`config.mk`:
```
export PLATFORM = sky130hd
export DESIGN_NAME = fmttrans_tile_ctrl_flat
export DESIGN_NICKNAME = d
export VERILOG_FILES = /design/src/rtl/fmttrans_tile_ctrl_if.sv /design/src/rtl/fmttrans_tile_ctrl.sv /design/src/flat_wrapper.sv
export SDC_FILE = /design/constraint.sdc
export NUM_CORES = 1
export LEC_CHECK = 0
export ABC_AREA = 0
export BUFFER_PORTS_ARGS = -buffer_cell sky130_fd_sc_hd__clkbuf_2
export CELL_PAD_IN_SITES_DETAIL_PLACEMENT = 1
export CELL_PAD_IN_SITES_GLOBAL_PLACEMENT = 2
export CORE_MARGIN = 2
export CORE_UTILIZATION = 35
export DETAILED_ROUTE_END_ITERATION = 8
export GPL_ROUTABILITY_DRIVEN = 0
export PLACE_DENSITY_LB_ADDON = 0.1
export SETUP_SLACK_MARGIN = 0.2
export SYNTH_ARGS = -nofsm -noshare
export SYNTH_HDL_FRONTEND = slang
export SYNTH_SLANG_ARGS = --single-unit
```
`constraint.sdc`:
```
create_clock -name clk_i -period 3.2 [get_ports clk_i]
set_input_delay 0.64 -clock clk_i [delete_from_list [all_inputs] [get_ports clk_i]]
set_output_delay 0.64 -clock clk_i [all_outputs]
set_load 0.005 [all_outputs]
```
`src/rtl/fmttrans_tile_ctrl_if.sv`:
```
// Config-write, status and vputy op bus of the format-transpose tile controller.
// master: host/vputy side, slave: fmttrans_tile_ctrl.
interface fmttrans_tile_ctrl_if #(
  parameter int unsigned REGMAP_ADDR_WTH = 8,
  parameter int unsigned REGMAP_DATA_WTH = 32,
  parameter int unsigned MRX_IND_WTH     = 5,
  parameter int unsigned MRX_ADDR_WTH    = 9,
  parameter int unsigned TILE_LOG2       = 3
);
  localparam int unsigned N = 1 << TILE_LOG2;

  logic [REGMAP_ADDR_WTH-1:0] regmap_ftrans__waddr_i;
  logic [REGMAP_DATA_WTH-1:0] regmap_ftrans__wdata_i;
  logic                       regmap_ftrans__we_i;
  logic                       regmap_ftrans__intr_o;
  logic                       regmap_ftrans__busy_o;
  logic                       vputy_ftransctl__rdy_i;
  logic [4:0]                 ftransctl_vputy__code_o;
  logic [MRX_IND_WTH-1:0]     ftransctl_vputy__mrs0_index_o;
  logic [MRX_ADDR_WTH-1:0]    ftransctl_vputy__mrs0_addr_o;
  logic [5:0]                 ftransctl_vputy__sv_code_o;
  logic [TILE_LOG2-1:0]       ftransctl_vputy__mtx_sel_h_o;
  logic [MRX_IND_WTH-1:0]     ftransctl_vputy__mrd_index_o;
  logic [MRX_ADDR_WTH-1:0]    ftransctl_vputy__mrd_addr_o;
  logic [N-1:0]               ftransctl_vputy__strobe_h_o;

  modport master (
    output regmap_ftrans__waddr_i, regmap_ftrans__wdata_i, regmap_ftrans__we_i, vputy_ftransctl__rdy_i,
    input  regmap_ftrans__intr_o, regmap_ftrans__busy_o, ftransctl_vputy__code_o,
           ftransctl_vputy__mrs0_index_o, ftransctl_vputy__mrs0_addr_o, ftransctl_vputy__sv_code_o,
           ftransctl_vputy__mtx_sel_h_o, ftransctl_vputy__mrd_index_o, ftransctl_vputy__mrd_addr_o,
           ftransctl_vputy__strobe_h_o
  );

  modport slave (
    input  regmap_ftrans__waddr_i, regmap_ftrans__wdata_i, regmap_ftrans__we_i, vputy_ftransctl__rdy_i,
    output regmap_ftrans__intr_o, regmap_ftrans__busy_o, ftransctl_vputy__code_o,
           ftransctl_vputy__mrs0_index_o, ftransctl_vputy__mrs0_addr_o, ftransctl_vputy__sv_code_o,
           ftransctl_vputy__mtx_sel_h_o, ftransctl_vputy__mrd_index_o, ftransctl_vputy__mrd_addr_o,
           ftransctl_vputy__strobe_h_o
  );
endinterface

```
`src/rtl/fmttrans_tile_ctrl.sv`:
```
// Format-transpose controller: walks NxN tiles from source to destination matrix-register rows.
// Optional abort (ctrl bit2) is compiled in when FTRANS_ABORT_EN is defined.
module fmttrans_tile_ctrl #(
  parameter int unsigned REGMAP_ADDR_WTH = 8,
  parameter int unsigned REGMAP_DATA_WTH = 32,
  parameter int unsigned MRX_IND_WTH     = 5,
  parameter int unsigned MRX_ADDR_WTH    = 9,
  parameter int unsigned TILE_LOG2       = 3,
  parameter int unsigned DRAIN_CYC       = 8
) (
  input logic                 clk_i,
  input logic                 rst_i,
  fmttrans_tile_ctrl_if.slave bus
);
  localparam int unsigned N        = 1 << TILE_LOG2;
  localparam int unsigned WIDX_WTH = REGMAP_ADDR_WTH - 2;
  localparam int unsigned DCNT_WTH = $clog2(DRAIN_CYC + 1);
  localparam int unsigned LOC_WTH  = MRX_ADDR_WTH + MRX_IND_WTH;

  typedef enum logic [1:0] {ST_IDLE, ST_TRANS, ST_DRAIN, ST_DONE} state_t;

  state_t                     state_q, state_d;
  logic [REGMAP_DATA_WTH-1:0] step_q, step_sh;
  logic [15:0]                sect_num_q, sect_num_sh, sect_cnt_q;
  logic [LOC_WTH-1:0]         src_loc_q, src_loc_sh, dst_loc_q, dst_loc_sh;
  logic                       start_q, intr_q, busy_q;
  logic [TILE_LOG2-1:0]       sv_cnt_q, ld_cnt_q;
  logic [MRX_ADDR_WTH-1:0]    src_addr_q, src_base_q, dst_addr_q, dst_base_q;
  logic [MRX_ADDR_WTH-1:0]    src_base_nxt, dst_base_nxt;
  logic [DCNT_WTH-1:0]        drain_cnt_q;
  logic [N-1:0]               strobe_c;
  logic [WIDX_WTH-1:0]        widx;
  logic                       ctrl_we, start_req, clr_req, abort_req;
  logic                       issue_c, sv_wrap, ld_wrap, last_issue;
  logic                       unused_waddr;

  assign widx         = bus.regmap_ftrans__waddr_i[REGMAP_ADDR_WTH-1:2];
  assign unused_waddr = ^bus.regmap_ftrans__waddr_i[1:0];
  assign ctrl_we      = bus.regmap_ftrans__we_i && (widx == WIDX_WTH'(0));
  // A second start is refused until the current job (including its start pulse) has returned to idle
  assign start_req    = ctrl_we && bus.regmap_ftrans__wdata_i[0] && (state_q == ST_IDLE) && !start_q;
  assign clr_req      = ctrl_we && bus.regmap_ftrans__wdata_i[1];
`ifdef FTRANS_ABORT_EN
  assign abort_req    = ctrl_we && bus.regmap_ftrans__wdata_i[2] && (state_q == ST_TRANS);
`else
  assign abort_req    = 1'b0;
`endif

  assign issue_c      = (state_q == ST_TRANS) && bus.vputy_ftransctl__rdy_i;
  assign sv_wrap      = (sv_cnt_q == TILE_LOG2'(N - 1));
  assign ld_wrap      = sv_wrap && (ld_cnt_q == TILE_LOG2'(N - 1));
  assign last_issue   = ld_wrap && (sect_cnt_q == (sect_num_sh - 16'd1));
  assign src_base_nxt = src_base_q + MRX_ADDR_WTH'(step_sh[15:8]);
  assign dst_base_nxt = dst_base_q + MRX_ADDR_WTH'(step_sh[31:24]);

  // Live configuration registers
  always_ff @(posedge clk_i) begin
    if (rst_i) begin
      step_q     <= '0;
      sect_num_q <= '0;
      src_loc_q  <= '0;
      dst_loc_q  <= '0;
    end else if (bus.regmap_ftrans__we_i) begin
      case (widx)
        WIDX_WTH'(1): step_q     <= bus.regmap_ftrans__wdata_i;
        WIDX_WTH'(2): sect_num_q <= bus.regmap_ftrans__wdata_i[15:0];
        WIDX_WTH'(3): src_loc_q  <= bus.regmap_ftrans__wdata_i[LOC_WTH-1:0];
        WIDX_WTH'(4): dst_loc_q  <= bus.regmap_ftrans__wdata_i[LOC_WTH-1:0];
        default: ;
      endcase
    end
  end

  // Job shadows, frozen for the lifetime of a job
  always_ff @(posedge clk_i) begin
    if (rst_i) begin
      start_q     <= 1'b0;
      step_sh     <= '0;
      sect_num_sh <= '0;
      src_loc_sh  <= '0;
      dst_loc_sh  <= '0;
    end else begin
      start_q <= start_req;
      if (start_req) begin
        step_sh     <= step_q;
        sect_num_sh <= sect_num_q;
        src_loc_sh  <= src_loc_q;
        dst_loc_sh  <= dst_loc_q;
      end
    end
  end

  always_ff @(posedge clk_i) begin
    if (rst_i) begin
      state_q     <= ST_IDLE;
      busy_q      <= 1'b0;
      intr_q      <= 1'b0;
      drain_cnt_q <= '0;
    end else begin
      state_q     <= state_d;
      busy_q      <= (state_d != ST_IDLE);
      drain_cnt_q <= (state_q == ST_DRAIN) ? drain_cnt_q + DCNT_WTH'(1) : '0;
      if (state_q == ST_DONE) intr_q <= 1'b1;
      else if (clr_req)       intr_q <= 1'b0;
    end
  end

  always_comb begin
    state_d = state_q;
    case (state_q)
      ST_IDLE:  if (start_q) state_d = (sect_num_sh == 16'd0) ? ST_DONE : ST_TRANS;
      ST_TRANS: if (abort_req || (issue_c && last_issue)) state_d = ST_DRAIN;
      ST_DRAIN: if (drain_cnt_q == DCNT_WTH'(DRAIN_CYC - 1)) state_d = ST_DONE;
      ST_DONE:  state_d = ST_IDLE;
      default:  state_d = ST_IDLE;
    endcase
  end

  // Tile walk: sv_cnt inner, ld_cnt middle, sect_cnt outer; everything holds when no op is issued
  always_ff @(posedge clk_i) begin
    if (rst_i) begin
      sv_cnt_q   <= '0;
      ld_cnt_q   <= '0;
      sect_cnt_q <= '0;
      src_addr_q <= '0;
      src_base_q <= '0;
      dst_addr_q <= '0;
      dst_base_q <= '0;
    end else if (state_q != ST_TRANS) begin
      sv_cnt_q   <= '0;
      ld_cnt_q   <= '0;
      sect_cnt_q <= '0;
      src_addr_q <= src_loc_sh[MRX_ADDR_WTH-1:0];
      src_base_q <= src_loc_sh[MRX_ADDR_WTH-1:0];
      dst_addr_q <= dst_loc_sh[MRX_ADDR_WTH-1:0];
      dst_base_q <= dst_loc_sh[MRX_ADDR_WTH-1:0];
    end else if (issue_c) begin
      sv_cnt_q <= sv_cnt_q + TILE_LOG2'(1);
      if (sv_wrap) ld_cnt_q <= ld_cnt_q + TILE_LOG2'(1);
      if (ld_wrap) begin
        sect_cnt_q <= sect_cnt_q + 16'd1;
        src_base_q <= src_base_nxt;
        src_addr_q <= src_base_nxt;
        dst_base_q <= dst_base_nxt;
        dst_addr_q <= dst_base_nxt;
      end else if (sv_wrap) begin
        src_addr_q <= src_addr_q + MRX_ADDR_WTH'(step_sh[7:0]);
        dst_addr_q <= dst_base_q;
      end else begin
        dst_addr_q <= dst_addr_q + MRX_ADDR_WTH'(step_sh[23:16]);
      end
    end
  end

  always_comb begin
    strobe_c           = '0;
    strobe_c[ld_cnt_q] = 1'b1;
  end

  assign bus.regmap_ftrans__intr_o         = intr_q;
  assign bus.regmap_ftrans__busy_o         = busy_q;
  assign bus.ftransctl_vputy__code_o       = {4'b0000, issue_c};
  assign bus.ftransctl_vputy__sv_code_o    = {4'b0000, 1'b1, issue_c};
  assign bus.ftransctl_vputy__mrs0_index_o = src_loc_sh[LOC_WTH-1:MRX_ADDR_WTH];
  assign bus.ftransctl_vputy__mrs0_addr_o  = src_addr_q;
  assign bus.ftransctl_vputy__mrd_index_o  = dst_loc_sh[LOC_WTH-1:MRX_ADDR_WTH];
  assign bus.ftransctl_vputy__mrd_addr_o   = dst_addr_q;
  assign bus.ftransctl_vputy__mtx_sel_h_o  = sv_cnt_q;
  assign bus.ftransctl_vputy__strobe_h_o   = strobe_c;
endmodule

```
`src/flat_wrapper.sv`:
```
// flat-port wrapper written by rule: the top's interface ports become plain ports
module fmttrans_tile_ctrl_flat 
#(
  parameter int unsigned REGMAP_ADDR_WTH = 8,
  parameter int unsigned REGMAP_DATA_WTH = 32,
  parameter int unsigned MRX_IND_WTH     = 5,
  parameter int unsigned MRX_ADDR_WTH    = 9,
  parameter int unsigned TILE_LOG2       = 3,
  parameter int unsigned DRAIN_CYC       = 8
)
  (clk_i, rst_i, bus_regmap_ftrans__waddr_i, bus_regmap_ftrans__wdata_i, bus_regmap_ftrans__we_i, bus_vputy_ftransctl__rdy_i, bus_regmap_ftrans__intr_o, bus_regmap_ftrans__busy_o, bus_ftransctl_vputy__code_o, bus_ftransctl_vputy__mrs0_index_o, bus_ftransctl_vputy__mrs0_addr_o, bus_ftransctl_vputy__sv_code_o, bus_ftransctl_vputy__mtx_sel_h_o, bus_ftransctl_vputy__mrd_index_o, bus_ftransctl_vputy__mrd_addr_o, bus_ftransctl_vputy__strobe_h_o);
  fmttrans_tile_ctrl_if #(.REGMAP_ADDR_WTH(REGMAP_ADDR_WTH), .REGMAP_DATA_WTH(REGMAP_DATA_WTH), .MRX_IND_WTH(MRX_IND_WTH), .MRX_ADDR_WTH(MRX_ADDR_WTH), .TILE_LOG2(TILE_LOG2)) bus_i ();
  input logic clk_i;
  input logic rst_i;
  input wire logic [$bits(bus_i.regmap_ftrans__waddr_i)-1:0] bus_regmap_ftrans__waddr_i;
  input wire logic [$bits(bus_i.regmap_ftrans__wdata_i)-1:0] bus_regmap_ftrans__wdata_i;
  input wire logic [$bits(bus_i.regmap_ftrans__we_i)-1:0] bus_regmap_ftrans__we_i;
  input wire logic [$bits(bus_i.vputy_ftransctl__rdy_i)-1:0] bus_vputy_ftransctl__rdy_i;
  output wire logic [$bits(bus_i.regmap_ftrans__intr_o)-1:0] bus_regmap_ftrans__intr_o;
  output wire logic [$bits(bus_i.regmap_ftrans__busy_o)-1:0] bus_regmap_ftrans__busy_o;
  output wire logic [$bits(bus_i.ftransctl_vputy__code_o)-1:0] bus_ftransctl_vputy__code_o;
  output wire logic [$bits(bus_i.ftransctl_vputy__mrs0_index_o)-1:0] bus_ftransctl_vputy__mrs0_index_o;
  output wire logic [$bits(bus_i.ftransctl_vputy__mrs0_addr_o)-1:0] bus_ftransctl_vputy__mrs0_addr_o;
  output wire logic [$bits(bus_i.ftransctl_vputy__sv_code_o)-1:0] bus_ftransctl_vputy__sv_code_o;
  output wire logic [$bits(bus_i.ftransctl_vputy__mtx_sel_h_o)-1:0] bus_ftransctl_vputy__mtx_sel_h_o;
  output wire logic [$bits(bus_i.ftransctl_vputy__mrd_index_o)-1:0] bus_ftransctl_vputy__mrd_index_o;
  output wire logic [$bits(bus_i.ftransctl_vputy__mrd_addr_o)-1:0] bus_ftransctl_vputy__mrd_addr_o;
  output wire logic [$bits(bus_i.ftransctl_vputy__strobe_h_o)-1:0] bus_ftransctl_vputy__strobe_h_o;
  assign bus_i.regmap_ftrans__waddr_i = bus_regmap_ftrans__waddr_i;
  assign bus_i.regmap_ftrans__wdata_i = bus_regmap_ftrans__wdata_i;
  assign bus_i.regmap_ftrans__we_i = bus_regmap_ftrans__we_i;
  assign bus_i.vputy_ftransctl__rdy_i = bus_vputy_ftransctl__rdy_i;
  assign bus_regmap_ftrans__intr_o = bus_i.regmap_ftrans__intr_o;
  assign bus_regmap_ftrans__busy_o = bus_i.regmap_ftrans__busy_o;
  assign bus_ftransctl_vputy__code_o = bus_i.ftransctl_vputy__code_o;
  assign bus_ftransctl_vputy__mrs0_index_o = bus_i.ftransctl_vputy__mrs0_index_o;
  assign bus_ftransctl_vputy__mrs0_addr_o = bus_i.ftransctl_vputy__mrs0_addr_o;
  assign bus_ftransctl_vputy__sv_code_o = bus_i.ftransctl_vputy__sv_code_o;
  assign bus_ftransctl_vputy__mtx_sel_h_o = bus_i.ftransctl_vputy__mtx_sel_h_o;
  assign bus_ftransctl_vputy__mrd_index_o = bus_i.ftransctl_vputy__mrd_index_o;
  assign bus_ftransctl_vputy__mrd_addr_o = bus_i.ftransctl_vputy__mrd_addr_o;
  assign bus_ftransctl_vputy__strobe_h_o = bus_i.ftransctl_vputy__strobe_h_o;
  fmttrans_tile_ctrl #(.REGMAP_ADDR_WTH(REGMAP_ADDR_WTH), .REGMAP_DATA_WTH(REGMAP_DATA_WTH), .MRX_IND_WTH(MRX_IND_WTH), .MRX_ADDR_WTH(MRX_ADDR_WTH), .TILE_LOG2(TILE_LOG2), .DRAIN_CYC(DRAIN_CYC)) u_core (.clk_i(clk_i), .rst_i(rst_i), .bus(bus_i));
endmodule
```
; ---- Word-level counts from Yosys, hierarchy flattened
; Cells that the tools add are included.
[op_classes]
add_sub_neg = 9
mul = 0
div = 0
order_cmp = 2
eq_ne = 12
shifts = 0
muxes = 23
n_bitwise = 1
reduce_logical = 29
[op_table]
columns = op, n
row1 = 9-bit 2-to-1 mux, 14
row2 = 9-bit by 8-bit adder with 9-bit output, 4
row3 = "16-bit by 1-bit adder with 16-bit output, second input constant", 1
row4 = 16-bit equality test, 1
row5 = 16-bit logical NOT, 1
row6 = 2-bit AND reduction, 8
row7 = "16-bit by 1-bit subtractor with 16-bit output, second input constant", 1
row8 = "6-bit by 2-bit equality test with 1-bit output, second input constant", 2
row9 = 1-bit logical AND, 10
row10 = 2-bit 2-to-1 mux, 4
row11 = 2-bit case mux with 4 select lines, 1
row12 = 2-bit nonzero test, 4
row13 = "3-bit by 1-bit adder with 3-bit output, second input constant", 2
row14 = "3-bit equality test, second input constant", 2
row15 = "6-bit by 1-bit equality test with 1-bit output, second input constant", 1
row16 = "6-bit by 3-bit equality test with 1-bit output, second input constant", 1
row17 = 6-bit logical NOT, 1
row18 = "4-bit by 1-bit adder with 4-bit output, second input constant", 1
row19 = "2-bit equality test, second input constant", 2
row20 = "4-bit by 3-bit equality test with 1-bit output, second input constant", 1
row21 = "3-bit by 4-bit less-than comparator with 1-bit output, second input constant", 1
row22 = 2-bit OR reduction, 2
row23 = 1-bit demux with 3-bit select, 1
row24 = "3-bit by 1-bit >= comparator with 1-bit output, second input constant", 1
row25 = other kinds (7), 9
[totals]
ff_bits = 219
latchBits = 0
ramBits = 0
romBits = 0
in_bits = 44
elab_cells = 96
mem_count = 0

; ---- Depth between registers and ports, before layout
; Gate-level depths: netlist (run 1).
[logic_depth]
ltp_word = 7
ltp_mapped = 10
mapped_depth_nobuf = 9

; ---- Least setup slack after synthesis (run 1)
; Ideal clock, no wire load.
[synth_path]
path_kind = input to register
startpoint = in bus_vputy_ftransctl__rdy_i
endpoint = reg u_core.state_q[0]
setup_time_ps = 133
t_arrival_ps = 2202
required_time_ps = 3067
slack_ps = 865
path_stages = 7
path_buffers = 1
cell_sequence = clkbuf_1 nand3_1 nor2_1 o2111ai_1 or4_4 nor4_1 a21oi_1
[synth_between]
elab_chain_cells = 4
[synth_lines]
columns = element, line_no
row1 = from (decl), flat_wrapper.sv:18  ; input wire logic [$bits(bus_i.vputy_ftransctl__rdy_i)-1:0] bus_vputy_ftransctl__rdy_i;
row2 = 1-bit logical AND, fmttrans_tile_ctrl.sv:49  ; assign issue_c = (state_q == ST_TRANS) && bus.vputy_ftransctl__rdy_i;
row3 = 1-bit logical AND, fmttrans_tile_ctrl.sv:112  ; ST_TRANS: if (abort_req || (issue_c && last_issue)) state_d = ST_DRAIN;
row4 = 2-bit 2-to-1 mux, fmttrans_tile_ctrl.sv:112
row5 = 2-bit case mux with 4 select lines, fmttrans_tile_ctrl.sv:110  ; case (state_q)
row6 = to (signal assigned), fmttrans_tile_ctrl.sv:100  ; state_q <= state_d;
row7 = to (decl), fmttrans_tile_ctrl.sv:22  ; state_t state_q, state_d;
; Every way passes these cells.
; A chain may end at the register's enable or synchronous reset.

; ---- Worst setup path after layout (run 1)
[layout_path]
startpoint = reg u_core.step_sh[1]
endpoint = reg u_core.src_addr_q[7] (netlist: u_core.bus.ftransctl_vputy__mrs0_addr_o[7])
[layout_between]
elab_chain_cells = 5
[layout_lines]
columns = element, line_no
row1 = from (decl), fmttrans_tile_ctrl.sv:23  ; logic [REGMAP_DATA_WTH-1:0] step_q, step_sh;
row2 = from (signal assigned), fmttrans_tile_ctrl.sv:85  ; step_sh <= step_q;
row3 = 9-bit by 8-bit adder with 9-bit output, fmttrans_tile_ctrl.sv:147  ; src_addr_q <= src_addr_q + MRX_ADDR_WTH'(step_sh[7:0]);
row4 = 9-bit 2-to-1 mux, fmttrans_tile_ctrl.sv:146  ; end else if (sv_wrap) begin
row5 = 9-bit 2-to-1 mux, fmttrans_tile_ctrl.sv:140  ; if (ld_wrap) begin
row6 = 9-bit 2-to-1 mux, fmttrans_tile_ctrl.sv:137  ; end else if (issue_c) begin
row7 = 9-bit 2-to-1 mux, fmttrans_tile_ctrl.sv:129  ; end else if (state_q != ST_TRANS) begin
row8 = to (signal assigned), fmttrans_tile_ctrl.sv:133  ; src_addr_q <= src_loc_sh[MRX_ADDR_WTH-1:0];
row9 = to (signal assigned), fmttrans_tile_ctrl.sv:143  ; src_addr_q <= src_base_nxt;
row10 = to (signal assigned), fmttrans_tile_ctrl.sv:147
row11 = to (decl), fmttrans_tile_ctrl.sv:28  ; logic [MRX_ADDR_WTH-1:0] src_addr_q, src_base_q, dst_addr_q, dst_base_q;
; Every way passes these cells. The select of a mux whose other input is x is not followed.

==> qor.yml, run 1 <==
nets: 1453
path_class: "flop to flop"
worst_pin_slew_ns: 0.8245
avgViaCountPerCell: 5.185
synth_xor_area_frac: 0.04411
cp_cell_sequence: "ha_1 > a211oi_1 > o21bai_1 > a2111oi_0 > nor3_1 > or3b_1 > a221oi_1"
outcome: "finished clean"
core-area_sq_um: 29640
route.detailed.drc: 0
worst_setup_path_start_kind: "flop"
fillers: 3617
areaGrowthSynthToFinish_pct: 14.73
synthSimpleGateAreaFrac: 0.2278
fp.dieArea_sq_um: 31470
cts.path.max_buffers: 3
chipHeight_microns: 177.4
insertion_delay_ns: 0.53
cts_sinks: 219
yosysTopAreaCellShare: 0.4166
dp_hpwl_mm: 22.55
io_buffers: 84
cts_root_buf: "clkbuf_16"
ant_nets: 0
endpoint_kind: "flop"
critPathMaxFanout: 3
synth.mux.area_fraction: 0.03329
wl_mm: 32.13
synth_top_family_by_area: "simple AND/OR/NAND/NOR gates"
switchingPower_mw: 1.283
ys_seq_area_frac: 0.4166
hold_violations: 0
final_util: 0.4073
reg2reg_slack_ns: 0.63
p_int_mw: 4.540
setup_violations: 0
p_per_area_nw_per_um2: 482.3
rsz0062_at_grt: "no"
tns_ns: 0
async_reset_ff_frac: 0
grt_max_degree: 110
grt-ovfl-total: 0
initialDrtViolationCount: 401
multiInputGateArea_sq_um: 5604
vias: 9204
cp.buffers_inverters: 0
skew_ns: 0.01374
regArea_sq_um: 4384
post_cts_buffers: 0
slew_headroom: 0.4483
cts_tree: "done"
slowest_stage: "a2111oi_0"
antennaDiodeCount: 0
max_cap_violations: 0
hold_buffers: 0
synth_compound_area_frac: 0.1688
syn_inst: 1325
fmax_mhz: 388.7
drive_gt1_frac: 0.1206
r2r-start: "u_core.step_sh[1]"
fp.dieW_microns: 177.4
yosys_warnings: 0
antenna_found_initial: 0
critPathRequiredTime_ns: 3.63
wl_per_cell_microns: 18.10
crit_start: "u_core.step_sh[1]"
synth_adder_area_share: 0.05398
grt_pass1_wl_mm: 51.64
synth_ff_type: "dfxtp_1"
critPathMaxStageDelay_ns: 0.63
grt_pass1_vias: 9178
clk_pin_slew_ns: 0.06
cts_resized: 0
hp-start: "bus_regmap_ftrans__wdata_i[22]"
drv_slew: 0
ys_seq_elements: 219
power.clock.fraction: 0.508
row_count: 63
fin_crit_ns: 2.573
h-tree-depth: 1
seq_power_share: 0.469
worst_ir_drop_vdd_mv: 0.3656
top_level_ports: 96
cts-buffers-inserted: 26
crit_family: "compound AO/OA/AOI/OAI gates"
switching_share: 0.2204
grt_usage: 0.2065
hold_class: "input port to flop"
yosysTopAreaCell: "dfxtp_1"
p_leak_nw: 4.625
start_util: 0.3550
synth_area_leaders: "dfxtp_1 (42%), nand2_1 (11%), a21oi_1 (8.2%)"
synth-edff-count: 0
ys_types: 67
arrival_ns: 3.01
syn_area_sq_um: 10520
comb_power_share: 0.023
period_share: 0.8039
dr.pass1.iters: 4
synth_area_per_cell_sq_um: 7.942
[per-layer routing]
layer / GRT usage / wire, microns
met5: 0 / 0
met4: 0.03893 / 453
met3: 0.02635 / 1031
met1: 0.2874 / 15690
met2: 0.3442 / 14950
[worst register-to-register path, stage by stage, from the launching register on]
cell and delay, ns:
dfxtp_1 0.39, ha_1 0.27, a211oi_1 0.31, o21bai_1 0.16
a2111oi_0 0.63, nor3_1 0.10, or3b_1 0.36, a221oi_1 0.25
[kinds of logic (layout without fill, tap and decap cells)]
group / Yosys count / count (layout)
fa+ha+maj: 43 / 43
xor+xnor: 53 / 53
buf+inv: 130 / 183
other cells: 2 / 9
simple gates: 541 / 541
flops: 219 / 219
mux: 35 / 35
compound gates: 302 / 302
[sequential cells by signal, indices dropped and copies added (netlist names)]
name / count
u_core.bus.ftransctl_vputy__mrd_addr_o: 9
u_core.bus.ftransctl_vputy__mrs0_addr_o: 9
u_core.bus.ftransctl_vputy__mtx_sel_h_o: 3
u_core.bus.regmap_ftrans__busy_o: 1
u_core.bus.regmap_ftrans__intr_o: 1
u_core.drain_cnt_q: 4
u_core.dst_base_q: 9
u_core.dst_loc_q: 14
u_core.dst_loc_sh: 14
u_core.ld_cnt_q: 3
u_core.sect_cnt_q: 16
u_core.sect_num_q: 16
u_core.sect_num_sh: 16
u_core.src_base_q: 9
u_core.src_loc_q: 14
u_core.src_loc_sh: 14
u_core.start_q: 1
u_core.state_q: 2
u_core.step_q: 32
u_core.step_sh: 32
[power by group through the flow]
stage	registers (mW)	logic, mW	clock network (mW)
3_5_place_dp	2.79	0.135	0
4_1_cts	2.73	0.136	3.03
5_1_grt	2.73	0.145	3.16
3_3_place_gp	2.79	0.135	0
6_report	2.73	0.133	2.96
2_1_floorplan	2.79	0.0687	0
[final timing paths]
path,to,cells after the start
worst min register to register,u_core.sect_num_sh[6],2
worst max-delay path,u_core.bus.ftransctl_vputy__mrs0_addr_o[7],7
worst max register to register,u_core.bus.ftransctl_vputy__mrs0_addr_o[7],7
worst min-delay path,u_core.step_q[22],3
[cell usage in the layout (no fill, tap or decap), types with 26 or more instances in the layout]
cell and count:
dfxtp_1 219, a21oi_1 173, clkbuf_2 83, o21ai_0 38
nor2_1 100, clkbuf_16 27, xnor2_1 30, ha_1 39
nand2_1 311, mux2i_1 35, buf_4 26
[stage by stage]
step	setup slack [ns]	total power, mW	hold slack, ns	cells	instance area, sq um
2_1_floorplan	0.8652	2.861	0.4179	1332	10550
3_3_place_gp	0.6566	2.928	0.4374	1728	11230
3_5_place_dp	0.6088	2.929	0.4448	1728	11230
4_1_cts	0.6342	5.902	0.3197	1775	12070
5_1_grt	0.3866	6.034	0.3286	1775	12070
6_report	0.6274	5.823	0.3355	1775	12070
[cell usage after synthesis (all sizes together), types with 3 or more instances]
library cell  count
nor2b            10
dfxtp           219
and3b             3
a21o              8
o22ai             3
nand2           311
or4               3
fa                4
o2111ai           4
a22oi             3
nor2            100
buf              30
nand3b            5
nand4             6
or2               4
and2              5
nor3             18
o221ai            4
a211oi           10
ha               39
nand3            23
clkbuf           76
nor4b             4
nand2b            6
a311oi            8
and3              7
o211ai           14
or3              12
o21ai            38
nor3b             8
mux2i            35
xor2             23
a31oi             4
xnor2            30
a21oi           173
inv              24
o21bai            8
nor4             11
o21a              4
[layout make-up]
cell class / count / area share
Clock buffer: 38 / 0.06187
Inverter: 24 / 0.007462
Tap cell: 390 / 0.04042
Sequential cell: 219 / 0.3631
Clock inverter: 9 / 0.008084
Multi-Input combinational cell: 983 / 0.4642
Timing Repair Buffer: 112 / 0.05482
No activity file was read; power rests on OpenSTA's default activity.
==> run 2, diff against run 1 <==
--- a/config.mk
+++ b/config.mk
@@ -10,7 +10,7 @@
 export CELL_PAD_IN_SITES_DETAIL_PLACEMENT = 1
 export CELL_PAD_IN_SITES_GLOBAL_PLACEMENT = 2
 export CORE_MARGIN = 2
-export CORE_UTILIZATION = 35
+export CORE_UTILIZATION = 32
 export DETAILED_ROUTE_END_ITERATION = 8
 export GPL_ROUTABILITY_DRIVEN = 0
 export PLACE_DENSITY_LB_ADDON = 0.1
==> constraint.sdc (replaced) <==
create_clock -name clk_i -period 2.3 [get_ports clk_i]
set_input_delay 0.46 -clock clk_i [delete_from_list [all_inputs] [get_ports clk_i]]
set_output_delay 0.46 -clock clk_i [all_outputs]
set_load 0.005 [all_outputs]
==> qor.yml, run 2 (synthesis gave the netlist of run 1 again) <==
critPathMaxFanout: 5
ant_nets: 0
nets: 1506
endpoint_kind: "flop"
r2r-start: "u_core.sect_num_sh[8]"
hp-start: "bus_regmap_ftrans__wdata_i[14]"
tns_ns: 0
ff2ff_path_depth: 5
fp.dieArea_sq_um: 34350
cp.depth: 5
final_area_sq_um: 13060
drv_slew: 0
slew_headroom: 0.6515
insertion_delay_ns: 0.54
reg2reg_slack_ns: 0.12
initialDrtViolationCount: 400
hold_buffers: 0
top_regs: "u_core.step_q: 32 flops, u_core.step_sh: 32 flops"
dp_hpwl_mm: 23.35
layout_commonest_cell: "nand2_1"
skew_ns: 0.01857
dr.pass1.iters: 4
arrival_ns: 2.59
cts-buffers-inserted: 27
worst_ir_drop_vdd_mv: 0.4681
row_count: 66
clk_pin_slew_ns: 0.06
grt_pass1_vias: 9485
switchingPower_mw: 1.840
crit_family: "simple AND/OR/NAND/NOR gates"
drive_gt1_frac: 0.2053
vias: 9402
outcome: "finished clean"
cts.path.max_buffers: 3
p_int_mw: 6.238
seq_power_share: 0.471
grt_max_degree: 106
chipHeight_microns: 185.3
wl_mm: 34.09
route.detailed.drc: 0
critPathCapture: "u_core.state_q[0]"
switching_share: 0.2278
crit_start: "u_core.sect_num_sh[8]"
grt_usage: 0.1975
final_cell_mix: "nand2_1 (311), dfxtp_1 (204), a21oi_1 (170)"
setup_violations: 0
final_util: 0.4025
wl_per_cell_microns: 18.14
path_class: "flop to flop"
p_leak_nw: 5.026
comb_power_share: 0.024
antennaDiodeCount: 0
critPathMaxStageDelay_ns: 0.58
fillers: 3907
p_per_area_nw_per_um2: 618.4
cts_root_buf: "clkbuf_16"
grt-ovfl-total: 0
h-tree-depth: 1
cts_sinks: 219
worst_setup_path_start_kind: "flop"
worst_pin_slew_ns: 0.5180
max_cap_violations: 0
fmax_mhz: 457.8
antenna_found_initial: 0
hold_violations: 0
fin_crit_ns: 2.184
areaGrowthSynthToFinish_pct: 24.14
io_buffers: 84
r2r_end: "u_core.state_q[0]"
critPathMostFrequentCell: "or4_4"
avgViaCountPerCell: 5.004
cp.buffers_inverters: 0
start_util: 0.3242
fp.dieW_microns: 185.3
critPathRequiredTime_ns: 2.70
place_area_sq_um: 11660
power.clock.fraction: 0.506
rsz0062_at_grt: "yes"
cp_cell_sequence: "or4_4 > o311a_1 > or4_4 > nor4_2 > a21oi_1"
top_level_ports: 96
core-area_sq_um: 32450
grt_pass1_wl_mm: 53.14
hold_class: "input port to flop"
cts_tree: "done"
slowest_stage: "or4_4"
period_share: 0.9496
## run 2: changes by cell type in the layout (fill, tap and decap cells not counted), sizes merged
cell | before | now
buf | 29 | 79
bufbuf | 0 | 2
bufinv | 2 | 1
clkbuf | 121 | 116
clkinv | 6 | 8
clkinvlp | 1 | 3
inv | 24 | 26
## run 2: worst min path at each step
| stage | to | slack, ns | depth (start not counted) |
|---|---|---|---|
| 2_1_floorplan | u_core.drain_cnt_q[0] | 0.42 | 1 |
| 4_1_cts | u_core.step_q[14] | 0.13 | 3 |
| 5_1_grt | u_core.step_q[14] | 0.13 | 3 |
| 6_report | u_core.step_q[14] | 0.15 | 3 |
| 3_5_place_dp | u_core.sect_num_sh[1] | 0.44 | 2 |
| 3_3_place_gp | u_core.drain_cnt_q[0] | 0.44 | 1 |
## run 2: power groups by stage
stage,Sequential [mW],Combinational [mW],Clock [mW]
5_1_grt,3.80,0.210,4.37
3_3_place_gp,3.89,0.194,0
4_1_cts,3.80,0.196,4.22
2_1_floorplan,3.89,0.0957,0
6_report,3.80,0.192,4.09
3_5_place_dp,3.89,0.194,0
## run 2: timing repair
action                                  CTS  global route
pin swaps                                11            25
endpoints found under the hold margin     0             0
gates resized for setup                  36            50
gates cloned                              2             0
endpoints found under the setup margin   23            24
setup buffers                             9             7
## run 2: area by class of cell
cell class                      instances  area [sq um]  share of cell area
Timing Repair Buffer                  164          1185             0.09071
Inverter                               24         90.09            0.006897
Clock inverter                         14         110.1            0.008429
Sequential cell                       219          4408              0.3375
Clock buffer                           33         738.2             0.05651
Multi-Input combinational cell        983          5978              0.4577
Tap cell                              442         553.0             0.04234
## run 2: per-stage QoR
step | total power [mW] | hold WS, ns | std cells | setup slack (ns)
after floorplan | 3.981 | 0.4179 | 1332 | 0.1653
after detailed placement | 4.081 | 0.4415 | 1814 | -0.03192
final | 8.077 | 0.1491 | 1879 | 0.1159
after CTS | 8.221 | 0.1281 | 1872 | 0.1440
after global placement | 4.081 | 0.4362 | 1814 | 0.03926
after global routing | 8.383 | 0.1280 | 1879 | 0.05469
## run 2: routing by layer
layer	track usage	wire, microns	vias up
li1	-	-	4685
met1	0.2697	16510	4542
met2	0.3327	15770	136
met3	0.02615	1272	39
met4	0.03968	536	0
met5	0	0	-
## run 2: worst register-to-register path, delay by kind of cell, from the launching register on
family,cells,cell delay [ns]
DFF,1,0.32
and+or+nand+nor,3,1.32
AOI/OAI and AO/OA,2,0.42
==> run 3, diff against run 2 <==
--- a/config.mk
+++ b/config.mk
@@ -5,12 +5,12 @@
 export SDC_FILE = /design/constraint.sdc
 export NUM_CORES = 1
 export LEC_CHECK = 0
-export ABC_AREA = 0
+export ABC_AREA = 1
 export BUFFER_PORTS_ARGS = -buffer_cell sky130_fd_sc_hd__clkbuf_2
 export CELL_PAD_IN_SITES_DETAIL_PLACEMENT = 1
 export CELL_PAD_IN_SITES_GLOBAL_PLACEMENT = 2
 export CORE_MARGIN = 2
-export CORE_UTILIZATION = 32
+export CORE_UTILIZATION = 31
 export DETAILED_ROUTE_END_ITERATION = 8
 export GPL_ROUTABILITY_DRIVEN = 0
 export PLACE_DENSITY_LB_ADDON = 0.1
==> qor.yml, run 3 <==
cts_root_buf: "clkbuf_16"
dp_hpwl_mm: 24.70
h-tree-depth: 1
synth_ff_type: "dfxtp_1"
dp.cells: 1978
tns_ns: 0
place_area_sq_um: 11590
grt_pass1_wl_mm: 53.92
fin_crit_ns: 1.978
p_leak_nw: 5.608
hold_class: "input port to flop"
synth.most_common_cell: "nor2_1"
nets: 1656
arrival_ns: 2.40
critPathMaxStageDelay_ns: 0.35
vias: 9720
worst_ir_drop_vdd_mv: 0.4901
fmax_mhz: 505.6
initialDrtViolationCount: 445
yosysTopAreaCell: "dfxtp_1"
drv_slew: 0
cp_cell_sequence: "ha_4 > ha_4 > nand2_4 > clkinv_8 > nand3_4 > nor2_4 > nand2_4 > nor2_4 > nand2_4 > nor3_4 > nand2_1 > xor2_1 > nor2_1"
async_reset_ff_frac: 0
start_util: 0.3158
total_power_mw: 8.311
critPathMostFrequentCell: "nand2_4"
ys_seq_area_frac: 0.4119
clk_pin_slew_ns: 0.06
fp.dieW_microns: 189.3
skew_ns: 0.01637
slew_headroom: 0.6190
wl_per_cell_microns: 16.55
cts-buffers-inserted: 27
worst_pin_slew_ns: 0.5709
core-area_sq_um: 33700
synth-edff-count: 0
synth_area_per_cell_sq_um: 7.177
critPathRequiredTime_ns: 2.72
cts_sinks: 219
yosysTopAreaCellShare: 0.4119
cts.path.max_buffers: 3
avgViaCountPerCell: 4.772
drive_gt1_frac: 0.1492
setup_violations: 0
antenna_found_initial: 0
yosys_warnings: 0
areaGrowthSynthToFinish_pct: 19.54
hp-start: "bus_regmap_ftrans__wdata_i[31]"
grt_pass1_vias: 9769
crit_start: "u_core.ld_cnt_q[1]"
layout_commonest_cell: "nor2_1"
row_count: 67
period_share: 0.8600
syn_area_sq_um: 10640
io_buffers: 84
ys_types: 49
antennaDiodeCount: 0
dr.pass1.iters: 4
fp.dieArea_sq_um: 35830
p_per_area_nw_per_um2: 653.2
synth_area_leaders: "dfxtp_1 (41%), o21ai_0 (9.4%), nor2_1 (8.4%)"
path_class: "flop to flop"
route.detailed.drc: 0
final_area_sq_um: 12720
top_regs: "u_core.step_q: 32 flops, u_core.step_sh: 32 flops"
chipHeight_microns: 189.3
outcome: "finished clean"
ys_seq_elements: 219
top_level_ports: 96
rsz0062_at_grt: "yes"
grt_max_degree: 93
max_cap_violations: 0
insertion_delay_ns: 0.55
cts_tree: "done"
ant_nets: 0
slowest_stage: "dfxtp_2"
grt_usage: 0.1878
hold_violations: 0
synth.top_cells.by_count: "nor2_1 (238), dfxtp_1 (219), nand2_1 (204), o21ai_0 (200), inv_1 (172)"
r2r-start: "u_core.ld_cnt_q[1]"
final_cell_mix: "nor2_1 (229), dfxtp_1 (211), nand2_1 (199)"
critPathMaxFanout: 7
wl_mm: 33.72
final_cells: 2037
syn_inst: 1483
endpoint_kind: "flop"
grt-ovfl-total: 0
worst_setup_path_start_kind: "flop"
==> run 3: critical path: cells and delay by family, from the launching register on <==
kind	cells	cell delay [ns]
simple gates	9	1.00
flops	1	0.35
fa+ha+maj	2	0.29
xor+xnor	1	0.13
buf+inv	1	0.07
==> run 3: path summary, 6_finish.rpt <==
check	to	slack (ns)	depth (start not counted)
worst max-delay path	u_core.sect_cnt_q[14]	0.32	13
worst min-delay path	u_core.step_q[31]	0.13	3
worst max register to register	u_core.sect_cnt_q[14]	0.32	13
worst min register to register	u_core.src_loc_sh[9]	0.44	2
==> run 3: power by group <==
| group | internal (mW) | switching, mW |
|---|---|---|
| clock network | 2.51 | 1.71 |
| logic | 0.0877 | 0.181 |
| registers | 3.81 | 0.0112 |
| total | 6.41 | 1.90 |
==> run 3: timing repair <==
action	4_1_cts	5_1_grt
hold buffers	0	0
buffers inserted	1	9
resized for setup	9	46
setup endpoints to repair	25	30
pin swaps	2	14
==> run 3: per-layer routing <==
| layer | wire [microns] | global-route usage | up-vias |
|---|---|---|---|
| met3 | 954 | 0.02373 | 29 |
| li1 | - | - | 4999 |
| met5 | 0 | 0 | - |
| met1 | 16790 | 0.2612 | 4584 |
| met2 | 15590 | 0.3138 | 108 |
| met4 | 385 | 0.03459 | 0 |
==> run 3: area by class of cell <==
class / instances / area, sq um
fill: 4260 / 20980
clock buffer: 42 / 802.0
clock inverter: 7 / 78.83
timing repair buffer: 132 / 822.0
sequential: 219 / 4399
inverter: 178 / 685.7
tap: 448 / 560.5
multi-input combinational: 1011 / 5375
==> run 3: cells by family after synthesis <==
family / Yosys count / synth area share
other: 2 / 0.0007056
XOR/XNOR: 31 / 0.02551
AO/OA/AOI/OAI: 383 / 0.1908
AND/OR/NAND/NOR: 545 / 0.2172
adder cells (fa/ha/maj): 43 / 0.05337
buffers and inverters: 260 / 0.1005
flip-flops: 219 / 0.4119
==> run 3: through the flow <==
step | hold WS, ns | setup slack, ns | util
finish | 0.1292 | 0.3221 | 0.3776
CTS | 0.1030 | 0.2075 | 0.3712
detailed placement | 0.4402 | 0.01101 | 0.3440
global placement | 0.4343 | 0.05946 | 0.3440
floorplan | 0.4178 | 0.3343 | -
global route | 0.1321 | 0.1653 | 0.3776
